## config.mk

```make
export PLATFORM = sky130hd
export DESIGN_NAME = alu_seq
export DESIGN_NICKNAME = d
export VERILOG_FILES = /design/src/rtl/alu_seq.sv
export SDC_FILE = /design/constraint.sdc
export NUM_CORES = 1
export LEC_CHECK = 0
export ABC_CLOCK_PERIOD_IN_PS = 7900
export CAP_MARGIN = 20
export CORE_MARGIN = 2
export CORE_UTILIZATION = 67
export CTS_CLUSTER_SIZE = 25
export DETAILED_ROUTE_END_ITERATION = 8
export GPL_TIMING_DRIVEN = 0
export PLACE_DENSITY = 0.92
export SLEW_MARGIN = 30
export SYNTH_ARGS = -nofsm -noshare
export SYNTH_HDL_FRONTEND = slang
export SYNTH_SLANG_ARGS = --single-unit
```

## constraint.sdc

```tcl
create_clock -name clk -period 7.9 [get_ports clk]
set_input_delay 0.79 -clock clk [delete_from_list [all_inputs] [get_ports clk]]
set_output_delay 0.79 -clock clk [all_outputs]
set_load 0.05 [all_outputs]
```

## src/rtl/alu_seq.sv

```systemverilog
// Registered ALU with valid/ready handshake: single-cycle logic/shift/compare ops, iterative
// shift-add multiply and restoring divide. Divider is built only when ALU_SEQ_DIV_EN is defined.
module alu_seq #(
  parameter int WIDTH = 32
) (
  input  logic             clk,
  input  logic             rst,
  input  logic             in_valid,
  output logic             in_ready,
  input  logic [WIDTH-1:0] A,
  input  logic [WIDTH-1:0] B,
  input  logic [3:0]       ALUcontrol_In,
  output logic             out_valid,
  input  logic             out_ready,
  output logic [WIDTH-1:0] Result,
  output logic             Zero,
  output logic             busy
);

  localparam int SHW = $clog2(WIDTH);

  localparam logic [1:0] S_IDLE = 2'd0;
  localparam logic [1:0] S_MUL  = 2'd1;
`ifdef ALU_SEQ_DIV_EN
  localparam logic [1:0] S_DIV  = 2'd2;
  localparam logic [WIDTH-1:0] MOST_NEG = {1'b1, {(WIDTH-1){1'b0}}};
`endif

  localparam logic [3:0] OP_ADD   = 4'b0000;
  localparam logic [3:0] OP_SUB   = 4'b0001;
  localparam logic [3:0] OP_AND   = 4'b0010;
  localparam logic [3:0] OP_OR    = 4'b0011;
  localparam logic [3:0] OP_XOR   = 4'b0100;
  localparam logic [3:0] OP_SLL   = 4'b0101;
  localparam logic [3:0] OP_SRL   = 4'b0110;
  localparam logic [3:0] OP_SRA   = 4'b0111;
  localparam logic [3:0] OP_SLT   = 4'b1000;
  localparam logic [3:0] OP_SLTU  = 4'b1001;
  localparam logic [3:0] OP_MUL   = 4'b1010;
  localparam logic [3:0] OP_MULHU = 4'b1011;
  localparam logic [3:0] OP_DIVU  = 4'b1100;
  localparam logic [3:0] OP_REMU  = 4'b1101;
  localparam logic [3:0] OP_DIV   = 4'b1110;
  localparam logic [3:0] OP_REM   = 4'b1111;

  logic [1:0]         state;
  logic [SHW-1:0]     cnt;
  logic [3:0]         op_r;
  logic [2*WIDTH-1:0] prod;
  logic [WIDTH-1:0]   mcand;

  logic               accept;
  logic               go_mul;
  logic               go_div;
  logic               is_multi;
  logic [WIDTH-1:0]   fast_res;
  logic [SHW-1:0]     shamt;
  logic               last_iter;
  logic [WIDTH:0]     mul_sum;
  logic [2*WIDTH-1:0] prod_next;
  logic               fin;
  logic [WIDTH-1:0]   fin_res;

  assign in_ready  = (state == S_IDLE) && (!out_valid || out_ready);
  assign accept    = in_valid && in_ready;
  assign busy      = (state != S_IDLE);
  assign shamt     = B[SHW-1:0];
  assign is_multi  = go_mul || go_div;
  assign last_iter = (cnt == SHW'(WIDTH - 1));

  // Shift-add step: conditionally add the multiplicand into the upper half, then shift right.
  assign mul_sum   = {1'b0, prod[2*WIDTH-1:WIDTH]} + (prod[0] ? {1'b0, mcand} : {(WIDTH+1){1'b0}});
  assign prod_next = {mul_sum, prod[WIDTH-1:1]};

`ifdef ALU_SEQ_DIV_EN
  logic             in_signed;
  logic [WIDTH-1:0] abs_a;
  logic [WIDTH-1:0] abs_b;
  logic [WIDTH-1:0] div_rem;
  logic [WIDTH-1:0] div_quo;
  logic [WIDTH-1:0] div_d;
  logic             div_neg_q;
  logic             div_neg_r;
  logic [WIDTH:0]   div_trial;
  logic             div_ge;
  logic [WIDTH-1:0] div_rem_next;
  logic [WIDTH-1:0] div_quo_next;
  logic [WIDTH-1:0] div_q_fin;
  logic [WIDTH-1:0] div_r_fin;

  assign in_signed = (ALUcontrol_In == OP_DIV) || (ALUcontrol_In == OP_REM);
  assign abs_a     = (in_signed && A[WIDTH-1]) ? -A : A;
  assign abs_b     = (in_signed && B[WIDTH-1]) ? -B : B;

  // Restoring step: the W+1 bit trial borrows (MSB set) exactly when the divisor does not fit.
  assign div_trial    = {div_rem, div_quo[WIDTH-1]} - {1'b0, div_d};
  assign div_ge       = !div_trial[WIDTH];
  assign div_rem_next = div_ge ? div_trial[WIDTH-1:0] : {div_rem[WIDTH-2:0], div_quo[WIDTH-1]};
  assign div_quo_next = {div_quo[WIDTH-2:0], div_ge};
  assign div_q_fin    = div_neg_q ? -div_quo_next : div_quo_next;
  assign div_r_fin    = div_neg_r ? -div_rem_next : div_rem_next;
`endif

  always_comb begin
    // NOTE: every output of this block gets a default first so no path leaves it unassigned (no latch).
    fast_res = '0;
    go_mul   = 1'b0;
    go_div   = 1'b0;
    case (ALUcontrol_In)
      OP_ADD:   fast_res = A + B;
      OP_SUB:   fast_res = A - B;
      OP_AND:   fast_res = A & B;
      OP_OR:    fast_res = A | B;
      OP_XOR:   fast_res = A ^ B;
      OP_SLL:   fast_res = A << shamt;
      OP_SRL:   fast_res = A >> shamt;
      OP_SRA:   fast_res = $signed(A) >>> shamt;
      OP_SLT:   fast_res = {{(WIDTH-1){1'b0}}, ($signed(A) < $signed(B))};
      OP_SLTU:  fast_res = {{(WIDTH-1){1'b0}}, (A < B)};
      OP_MUL,
      OP_MULHU: go_mul = 1'b1;
      OP_DIVU,
      OP_REMU,
      OP_DIV,
      OP_REM: begin
`ifdef ALU_SEQ_DIV_EN
        // Divide-by-zero and signed overflow never enter the iterative divider.
        if (B == '0) begin
          fast_res = ((ALUcontrol_In == OP_DIVU) || (ALUcontrol_In == OP_DIV)) ? '1 : A;
        end else if (in_signed && (A == MOST_NEG) && (B == '1)) begin
          fast_res = (ALUcontrol_In == OP_DIV) ? A : '0;
        end else begin
          go_div = 1'b1;
        end
`else
        fast_res = '0;
`endif
      end
      default:  fast_res = '0;
    endcase
  end

  always_comb begin
    fin     = 1'b0;
    fin_res = '0;
    if ((state == S_MUL) && last_iter) begin
      fin     = 1'b1;
      fin_res = (op_r == OP_MUL) ? prod_next[WIDTH-1:0] : prod_next[2*WIDTH-1:WIDTH];
    end
`ifdef ALU_SEQ_DIV_EN
    if ((state == S_DIV) && last_iter) begin
      fin     = 1'b1;
      fin_res = ((op_r == OP_DIVU) || (op_r == OP_DIV)) ? div_q_fin : div_r_fin;
    end
`endif
  end

  always_ff @(posedge clk or posedge rst) begin
    if (rst) begin
      state     <= S_IDLE;
      cnt       <= '0;
      op_r      <= '0;
      prod      <= '0;
      mcand     <= '0;
      out_valid <= 1'b0;
      Result    <= '0;
      Zero      <= 1'b0;
`ifdef ALU_SEQ_DIV_EN
      div_rem   <= '0;
      div_quo   <= '0;
      div_d     <= '0;
      div_neg_q <= 1'b0;
      div_neg_r <= 1'b0;
`endif
    end else begin
      // NOTE: non-blocking assignments so every register samples pre-edge values, regardless of order.
      if (fin) begin
        out_valid <= 1'b1;
        Result    <= fin_res;
        Zero      <= (fin_res == '0);
      end else if (accept && !is_multi) begin
        out_valid <= 1'b1;
        Result    <= fast_res;
        Zero      <= (fast_res == '0);
      end else if (out_ready) begin
        out_valid <= 1'b0;
      end

      case (state)
        S_IDLE: begin
          if (accept && go_mul) begin
            state <= S_MUL;
            cnt   <= '0;
            op_r  <= ALUcontrol_In;
            mcand <= A;
            prod  <= {{WIDTH{1'b0}}, B};
          end
`ifdef ALU_SEQ_DIV_EN
          else if (accept && go_div) begin
            state     <= S_DIV;
            cnt       <= '0;
            op_r      <= ALUcontrol_In;
            div_rem   <= '0;
            div_quo   <= abs_a;
            div_d     <= abs_b;
            div_neg_q <= in_signed && (A[WIDTH-1] ^ B[WIDTH-1]);
            div_neg_r <= in_signed && A[WIDTH-1];
          end
`endif
        end
        S_MUL: begin
          prod <= prod_next;
          cnt  <= cnt + SHW'(1);
          if (last_iter) state <= S_IDLE;
        end
`ifdef ALU_SEQ_DIV_EN
        S_DIV: begin
          div_rem <= div_rem_next;
          div_quo <= div_quo_next;
          cnt     <= cnt + SHW'(1);
          if (last_iter) state <= S_IDLE;
        end
`endif
        default: state <= S_IDLE;
      endcase
    end
  end

endmodule

```

==> results.md, run 1 <==
Logic synthesis:
- In the synthesized netlist the dominant register cell turns out to be dfrtp_1.
- Each instance of the synthesized netlist takes up on average 7.48 um2.
- For this run, asynchronously set or reset flops after synthesis account for 100%.
- The synthesized design contains 140 register bits.
- The cell count after synthesis is 2396.
- In this run, distinct cell masters in the synthesized netlist total 97.
- The total nets after synthesis is 2605.
- The share of the yosys chip area belonging to registers is 19.5%.
- In this run, synthesis inferred 0 flip-flops with an integrated enable.
- In this run the cell area of the synthesized design comes to 17900 um2.
- The synthesis warning total is 0.

CTS:
- CTS saw 140 sinks.
- Clock tree synthesis inserted a total of 17 buffers.
- The root buffer cell is clkbuf_16.
- The number of hold-repair buffers added at the cts stage is 0.
- The maximum number of buffers from clock root to sink is 2.
- Post-CTS timing repair inserted 0 buffers for setup.
- Gates resized during post-CTS repair numbered 0.
- The H-tree depth is 4.

Die:
- Measured along the y axis, the die boundary spans 168 um.
- 108 I/O pins were placed.
- The starting density of the core is 68.4%.
- The row count is 59.
- The x dimension of the die is 168 um.

Global routing:
- The maximum number of pins on one net before global-route repair is 79.
- The first-pass GRT wire length is 136000 um.
- The number of global-route vias before repair is 23300.
- Summed over all layers, the global routing overflow is 36.
- Across every metal layer, demand over resource in global routing totals 62.7%.

Run status:
- The run stopped with a tool error.
- The tool reported: "[ERROR GRT-0116] Global routing finished with congestion. Check the congestion regions in the DRC Viewer".
- The flow stopped in 5_1_grt.

Placement:
- The congestion estimate from routability-driven global placement came to 1.51.
- In this run the tool buffered the top-level ports with 107 buffer cells.
- The post-place instance area is 19500 um2.
- The estimated wirelength of the detail-placed design is 61800 um.
- After detailed placement, the design holds a cell count of 2841.
[cells in the mapped netlist (all sizes together), types with 38 or more instances]
| library cell | count | area, um2 |
|---|---|---|
| a211oi | 38 | 285 |
| a21oi | 173 | 870 |
| and2 | 40 | 250 |
| buf | 73 | 404 |
| clkbuf | 94 | 353 |
| dfrtp | 140 | 3500 |
| ha | 134 | 1680 |
| inv | 104 | 390 |
| mux2i | 90 | 913 |
| nand2 | 280 | 1050 |
| nand3 | 74 | 375 |
| nor2 | 268 | 1010 |
| nor3 | 41 | 210 |
| o21ai | 203 | 1020 |
| o22ai | 53 | 332 |
[logic make-up after synthesis]
kind of cell               Yosys count  share of synthesized area (%)
AOI/OAI and AO/OA                  756                           27.5
xor gates and xnor gates            46                           2.25
adders and majority gates          137                           9.68
buffers and inverters              273                           6.44
DFF                                140                           19.5
muxes                              150                           11.0
and+or+nand+nor                    894                           23.5
[per-stage QoR]
step                      utilization [%]  setup WS (ps)  hold slack (ps)
after floorplan                         -           3210              442
after global placement               74.1           1090              452
after detailed placement             74.4           1220              459
after CTS                            76.6           1610              475
[layer usage]
layer / track usage [%] / overflow
met4: 55.2 / 15
met2: 82.2 / 21
met5: 17.4 / 0
met1: 64.8 / 0
met3: 44.9 / 0
==> run 2, diff against run 1 <==
Settings changed: CORE_UTILIZATION 67 to 40, CTS_CLUSTER_SIZE 25 to unset, PLACE_DENSITY 0.92 to unset, PLACE_DENSITY_LB_ADDON set to 0.15.
==> results.md, run 2 <==
STA:
- The minimum period implied by the final worst setup slack is 7600 ps.
- Setup repair after global routing left no endpoint under its margin.
- The number of failing hold endpoints at the final stage is 0.
- The clock skew is 7.82 ps.
- The post-route worst setup slack is 303 ps.
- The worst path uses 96.2% of the clock period.
- The pin slew with the least headroom to its limit is 1070 ps.
- The final number of max-transition violations came to 0.
- Adding up every negative setup slack in the final design gives 0 ps.
- In this run the tightest slew margin relative to its limit is 28.1%.
- The setup violation total in the final timing report is 0.
- Based on the critical path, the design can be clocked at up to 132 MHz.

Layout:
- The final design instance area without fill is 20500 um2.
- The layout has 4510 filler cells.
- In the layout the commonest cells are 280 x nand2_1, 265 x nor2_1, 197 x o21ai_0.
- The synthesis-to-finish area growth is 14.0%.
- The register with the most flip-flops in the layout has 64 of them.
- The sequential cell area is 3500 um2.
- After the flow finishes, the layout carries non-filler instances totaling 3134.
- The area used by multi-input combinational logic is 13300 um2.
- prod holds more flip-flops than any other register.
- The post-route netlist has 7.91% of its cells at a drive strength greater than 1.
- The largest registers in the layout are prod (64), Result (32), mcand (32).
- The most common cell after layout, fill and taps aside is nand2_1.
- The layout net count is 2737.

Global routing:
- Entering global routing, the biggest net connects 93 pins.
- The number of global-route vias before repair is 20500.
- The first global-routing pass estimated 144000 um of wire.
- Global routing used 42.6% of the available tracks across all layers.
- The overall overflow remaining after global route is 0.
- The number of antenna violations at the first check in global routing is 0.

Logic synthesis:
- Ranked by instance count, the synthesized netlist is headed by 280 x nand2_1, 267 x nor2_1, 198 x o21ai_0.
- The share of the yosys chip area belonging to registers is 19.5%.
- The number of synthesized flops with an enable pin is 0.
- Yosys printed 0 warnings.
- The proportion of register bits with asynchronous set or reset after synthesis is 100%.
- The total nets after synthesis is 2605.
- After synthesis the netlist holds a flip-flop and latch count of 140.
- The fraction of synthesized cell area taken by the top area cell type is 19.5%.
- Ranked by total cell area, the synthesized netlist is headed by dfrtp_1 20%, ha_1 9.3%, nand2_1 5.9%.
- The leading area contributor after synthesis is dfrtp_1.
- Among all flip-flop cells after synthesis, the most frequent one is dfrtp_1.
- The cell area after synthesis is 17900 um2.
- The unique cell type count in the Yosys netlist is 97.
- nand2_1 is the most common cell in the netlist.
- Counting every instance in the synthesized netlist gives 2396.
- The synthesized area per cell is 7.48 um2.

Setup path:
- STA classifies the critical path endpoint as a flip-flop.
- The cell that appears most often on the critical path is buf_2.
- The worst setup path is launched from an input pin.
- The worst path buffer plus inverter count is 7.
- STA puts the critical path data required time at 8240 ps.
- The setup check on the worst reg-to-reg path leaves a slack of 2830 ps.
- The reg-to-reg critical path endpoint is Zero.
- In this design, the stage delay of the slowest critical-path cell is 900 ps.
- The kind of critical path is input pin to flip-flop.
- Broken down by cell family, the worst path's largest delay share belongs to buffers and inverters.
- The critical path goes through clkdlybuf4s50_1 > buf_2 > inv_1 > buf_2 > buf_2 > buf_2 > ha_1 > buf_2 > nand2b_1 > a211o_1 > a21oi_1 > nand3_1 > nand3_1 > a41oi_1 > nor4_1 > nor4bb_1 > a2111o_1 > nor4bb_1 > a32oi_1 > o31ai_1.
- The worst-path cell with the longest stage delay is nor4_1.
- Counting cells, the worst reg-to-reg path comes to 16.
- In this run the worst path has a maximum fanout of 11.
- The worst register-to-register path begins at prod[0].
- Data arrives at the worst endpoint at 7940 ps.

CTS:
- The number of gates resized after CTS was 0.
- The TritonCTS clock tree is built.
- After clock tree synthesis, the clock-pin slew on the worst setup and hold paths is 60 ps.
- Clock tree synthesis found a total of 140 sinks.
- The number of hold-repair buffers added at the cts stage is 0.
- In this run the post-CTS setup repair buffer count came out at 0.
- The root buffer cell is clkbuf_16.
- The maximum number of buffers from clock root to sink is 2.
- The TritonCTS buffer count is 17.
- The later pin in the worst-skew pair is clocked with a latency of 440 ps.
- The H-tree depth is 4.

Power:
- The peak supply drop is 0.251 mV.
- The clock network is responsible for 13.6% of the overall power.
- Summed over all cells, the static leakage comes to 8.49 nW.
- Of the total power, registers draw 22.6%.
- The internal cell power is 2.73 mW.
- The combinational power share is 63.8%.
- The net switching power is 3.01 mW.
- The switching share of power is 52.5%.
- The power density relative to cell area is 281 nW/um2.

Min path:
- The path with the worst hold slack has its endpoint at mcand[16].
- The worst hold path begins at mcand[16].
- In this run the worst hold path is classified as flip-flop to flip-flop.
- Counting instances, the worst hold path has a depth of 2.

Routing:
- Dividing the detail-routed wire length by the instance count gives 32.4 um.
- Detailed routing inserted a total of 21300 vias.
- The first routing iteration left 2907 violations.
- After detailed routing, the total wire length is 101000 um.
- Once detail routing completed, the nets flagged for antenna violations numbered 0.
- For this run, design rule violations remaining after detail routing come to 0.
- The pre-antenna-repair detailed-routing pass consisted of 6 iterations.
- Using the TritonRoute via totals, the vias-per-cell ratio works out to 6.81.

Die:
- The die area is 46500 um2.
- For this design the top-level I/O count stands at 108.
- The total area inside the core boundary comes to 44200 um2.
- The row count is 77.
- The initial utilization of the core area, before any placement, comes to 40.6%.
- From left edge to right edge, the die measures 216 um.
- The floorplan step set the die height to 216 um.

Placement:
- Input and output buffers added on the ports amount to 107.
- In this run the cell area measured after placement is 19900 um2.
- Counting tap cells, the placed design contains a total of 3101 instances.
- Routability-driven placement finished with a final weighted congestion of 1.10.
- The pre-CTS worst setup slack is 224 ps.
- Summed over all nets, the half-perimeter wirelength after detailed placement is 81800 um.

Run status:
- The run finished with clean final reports.

Run:
- The number of max-capacitance violations reported is 0.
run 2: worst max path at each step:
stage / start / to / cells after the start
final: B[2] / Zero / 20
after global routing: B[2] / Zero / 20
after CTS: B[2] / Zero / 20
after detailed placement: B[2] / Zero / 20
after global placement: B[2] / Zero / 20
after floorplan: B[2] / Zero / 19
run 2: tightest hold or removal path, cell delays in order, from the launching register on:
cell and delay, ps:
dfrtp_1 340, nand2_1 40, o21ai_0 60
run 2: metrics by stage:
step | utilization [%] | hold WS (ps) | total power, mW
2_1_floorplan | - | 442 | 3.62
5_1_grt | 46.2 | 493 | 6.07
6_report | 46.2 | 473 | 5.74
3_3_place_gp | 44.6 | 454 | 4.78
3_5_place_dp | 44.9 | 463 | 4.84
4_1_cts | 46.2 | 477 | 5.64
run 2: power groups by stage:
stage	logic [mW]	registers (mW)	clock network, mW
after floorplan	2.11	1.51	0
after global placement	3.49	1.29	0
after detailed placement	3.54	1.30	0
after CTS	3.56	1.29	0.786
after global routing	3.93	1.33	0.812
final	3.66	1.30	0.784
run 2: per-layer routing:
| metal | part of all wire (%) | global-route usage [%] | vias to the layer above |
|---|---|---|---|
| met5 | 0 | 0 | - |
| met4 | 9.4 | 33.5 | 0 |
| met3 | 8.9 | 7.64 | 463 |
| met2 | 45 | 69.2 | 1434 |
| met1 | 37 | 49.7 | 10300 |
| li1 | - | - | 9090 |
run 2: area by class of cell:
class / instances / area share, %
Sequential cell: 140 / 17.1
Clock buffer: 17 / 2.08
Tap cell: 592 / 3.62
Antenna cell: 1 / 0.0122
Inverter: 106 / 1.98
Clock inverter: 15 / 0.691
Multi-Input combinational cell: 1983 / 65.2
Buffer: 167 / 3.70
Timing Repair Buffer: 113 / 5.55
run 2: cell families (layout without fill, tap and decap cells):
group                    after synthesis  in the layout  synth area share (%)
multiplexers                         150            150                  11.0
adder cells (fa/ha/maj)              137            137                  9.68
XOR/XNOR                              46             46                  2.25
AND/OR/NAND/NOR                      894            894                  23.5
buffers and inverters                273            418                  6.44
flip-flops                           140            140                  19.5
other                                  0              1                     0
AO/OA/AOI/OAI                        756            756                  27.5
Note: power is estimated with default switching activity, not from simulation.
==> run 3, diff against run 2 <==
Settings changed: ABC_AREA set to 1, ABC_CLOCK_PERIOD_IN_PS 7900 to 7600.
Clock period 7.9 ns to 7.6 ns, I/O delays scaled along.
==> results.md, run 3 <==
Run status:
- The run finished with clean final reports.

Global routing:
- The first-pass GRT wire length is 145000 um.
- Entering global routing, the biggest net connects 93 pins.
- The number of global-route vias before repair is 22400.
- The number of antenna violations at the first check in global routing is 4.
- Global routing consumed, over all layers together, 39.7% of the routing resources.
- Global routing finished with a remaining overflow of 0.

Power:
- The peak supply drop is 0.270 mV.
- The leakage power is 11.7 nW.
- The power density relative to cell area is 279 nW/um2.

Logic synthesis:
- For this run, the number of Yosys warnings is 0.
- Counting flops with a built-in enable in the synthesized netlist gives 0.
- Summing every instance area after synthesis gives 18900 um2.
- The most common cell in the synthesized netlist is nand2_1.
- The cell count after synthesis is 3361.
- Ranked by instance count, the synthesized netlist is headed by 1043 x nand2_1, 506 x nand3_1, 468 x inv_1.
- The most frequently used flop master after synthesis is dfrtp_1.
- Synthesis produced a netlist with a net count of 3570.
- After synthesis the netlist holds a flip-flop and latch count of 140.
- Each instance of the synthesized netlist takes up on average 5.62 um2.
- The proportion of register bits with asynchronous set or reset after synthesis is 100%.
- The fraction of synthesized cell area taken by the top area cell type is 20.7%.
- In the post-synthesis netlist, the biggest area contributors are nand2_1 21%, dfrtp_1 19%, nand3_1 13%.
- After synthesis, flip-flops and latches occupy 18.5% of the total area.
- The leading area contributor after synthesis is nand2_1.
- Yosys mapped the design onto 48 distinct sky130hd cell types.

Layout:
- The number of flip-flops in the largest register is 64.
- The top cell types in the final layout, fill and taps aside, are 1043 x nand2_1, 506 x nand3_1, 467 x inv_1.
- The net count of the finished layout is 3697.
- Summing all flip-flop and latch instances after layout gives 3500 um2.
- The register with the most flip-flops in the final layout is prod.
- The area growth from synthesis to layout is 13.1%.
- After filler insertion, the fill cell instance count of the layout stands at 5239.
- Leaving out fill and tap cells, the most frequent cell in the layout is nand2_1.
- The final design instance area without fill is 21400 um2.
- The area used by multi-input combinational logic is 12900 um2.
- The layout cell share with drive strength beyond 1 is 4.77%.
- The largest registers in the layout are prod (64), Result (32), mcand (32).

Placement:
- The final weighted congestion in routability-driven placement is 1.08.
- In this run the cell area measured after placement is 20800 um2.
- Port buffering added 107 buffers.
- The estimated wirelength of the detail-placed design is 83700 um.

Setup path:
- The startpoint type of the worst setup path is an input pin.
- At the worst endpoint, the required time is 7980 ps.
- For flop-to-flop paths, the worst setup slack is 3540 ps.
- The maximum fanout count along the critical path is 11.
- The number of cells on the worst reg-to-reg path is 25.
- The kind of critical path is input pin to flip-flop.
- The reg-to-reg critical path endpoint is Zero.
- The startpoint of the worst-slack reg-to-reg timing path is prod[0].
- The endpoint kind of the worst setup timing path is a flip-flop.
- For the worst setup path, the data arrival time is 5300 ps.

CTS:
- No sink is reached through more buffers than the 2 on the longest clock path.
- The number of resized instances in the post-cts repair step is 0.
- For the worst-skew pair, the clock arrives at the later sink with an insertion delay of 440 ps.
- The H-tree depth is 4.
- The tree is rooted in a clkbuf_16.
- The TritonCTS buffer count is 17.
- Clock-pin slew was measured on the worst setup and hold paths at 60 ps.
- After clock tree synthesis, the flow added hold-fix buffers numbering 0.
- CTS saw 140 sinks.
- Once the clock tree was built, the setup fixing pass inserted 0 buffers.
- The TritonCTS clock tree is built.

Min path:
- In this run the most critical hold path is launched from mcand[2].
- The worst hold path belongs to the class flip-flop to flip-flop.
- The cell depth of the worst hold path is 2.
- The worst hold path terminates at mcand[2].

Die:
- The top-level port count is 108.
- The initial utilization of the core area, before any placement, comes to 40.6%.
- The initialized floorplan defines 79 standard-cell rows.
- The die boundary height is 221 um.
- The x dimension of the die is 221 um.
- The die area is 49000 um2.
- The core region area is 46600 um2.

Routing:
- The detailed router placed 23600 vias in this run.
- Wires add up to 99700 um.
- The number of detailed-routing iterations run before antenna repair is 6.
- The first routing iteration left 3107 violations.
- For this run, design rule violations remaining after detail routing come to 0.
- Dividing the detail-routed via count by the number of cells gives 5.75.
- Dividing the detail-routed wire length by the instance count gives 24.3 um.
- The post-route antenna net violation count is 0.

STA:
- The fmax is 203 MHz.
- Setup repair after global routing left no endpoint under its margin.
- The sum of negative setup slack is 0 ps.
- The clock arrives with 8.32 ps of skew.
- The number of failing hold endpoints at the final stage was 0.
- Dividing the final minimum period by the clock period gives 64.7%.
- The setup violation total in the final timing report is 0.
- The pin slew with the least headroom to its limit is 913 ps.
- The worst slew slack as a fraction of its limit is 38.5%.
- The final number of max-transition violations was 0.
- The minimum period implied by the final worst setup slack is 4920 ps.

Run:
- Across the run, the number of max-cap violations was 0.
run 3: cell count changes after synthesis, moves of 37 or more:
| cell | previous run | this run |
|---|---|---|
| clkbuf_1 | 94 | 55 |
| o21ai_0 | 198 | 147 |
| inv_1 | 103 | 468 |
| nor2_1 | 267 | 312 |
| nand2_1 | 280 | 1043 |
| mux2i_1 | 89 | 0 |
| nand3_1 | 73 | 506 |
| a211oi_1 | 38 | 1 |
run 3: kinds of logic after synthesis:
kind of cell             Yosys count  share of synthesized area [%]
AND/OR/NAND/NOR                 1991                           44.7
adder cells (fa/ha/maj)          137                           9.19
AO/OA/AOI/OAI                    461                           14.1
XOR/XNOR                           7                          0.324
flip-flops                       140                           18.5
buffers and inverters            625                           13.2
run 3: cell type report:
cell class | count | area share (%)
diodes | 1 | 0.0117
plain buffers | 142 | 3.20
clock buffers | 19 | 2.03
clock inverters | 13 | 0.773
inverters | 483 | 8.53
multi-input cells | 2596 | 60.4
flip-flops and latches | 140 | 16.4
well taps | 607 | 3.55
repair buffers | 108 | 5.14
run 3: per-stage QoR:
stage | total power, mW | instances | setup slack [ps] | hold WS [ps] | util [%]
final | 5.97 | 4109 | 2680 | 492 | 45.9
after detailed placement | 5.02 | 4076 | 2450 | 473 | 44.6
after CTS | 5.90 | 4108 | 2910 | 489 | 45.9
after global routing | 6.40 | 4108 | 2530 | 510 | 45.9
after floorplan | 3.77 | 3361 | 3090 | 453 | -
after global placement | 5.01 | 4075 | 857 | 469 | 44.5
run 3: worst max path at each step:
stage	start	endpoint	slack [ps]
6_report	B[2]	Zero	2680
2_1_floorplan	rst	Result[0]	3090
3_5_place_dp	B[4]	Zero	2450
5_1_grt	B[2]	Zero	2530
3_3_place_gp	rst	Result[2]	860
4_1_cts	B[4]	Zero	2910
run 3: metal layers:
| layer | vias to the layer above | part of all wire (%) | global-route usage (%) |
|---|---|---|---|
| met2 | 1317 | 44 | 62.8 |
| met5 | - | 0.012 | 0 |
| met4 | 2 | 8.5 | 29.2 |
| met1 | 10900 | 39 | 48.6 |
| li1 | 11100 | - | - |
| met3 | 337 | 8.8 | 6.76 |
run 3: critical path, cell delays in order:
cell             delay, ps
clkdlybuf4s50_1        570
inv_2                  170
buf_2                  300
buf_2                  430
ha_1                   400
nor2_1                 330
nand2_1                 90
nand3_1                190
nand2_1                 70
nand2_1                180
nand2_1                 70
nand2_1                 50
o21ai_0                 90
nor2_1                 430
nand2_1                310
nor2_1                 170
nand2_1                 60
nor2_1                 130
nand2_1                 60
nor2_1                 110
nand3_1                100
nand2_1                 80
nand2_1                 50
nand2_1                 60
run 3: report_power, final:
group / total, mW / switching (mW) / internal [mW]
combinational: 3.77 / 2.59 / 1.18
clock: 0.865 / 0.347 / 0.518
sequential: 1.33 / 0.235 / 1.10
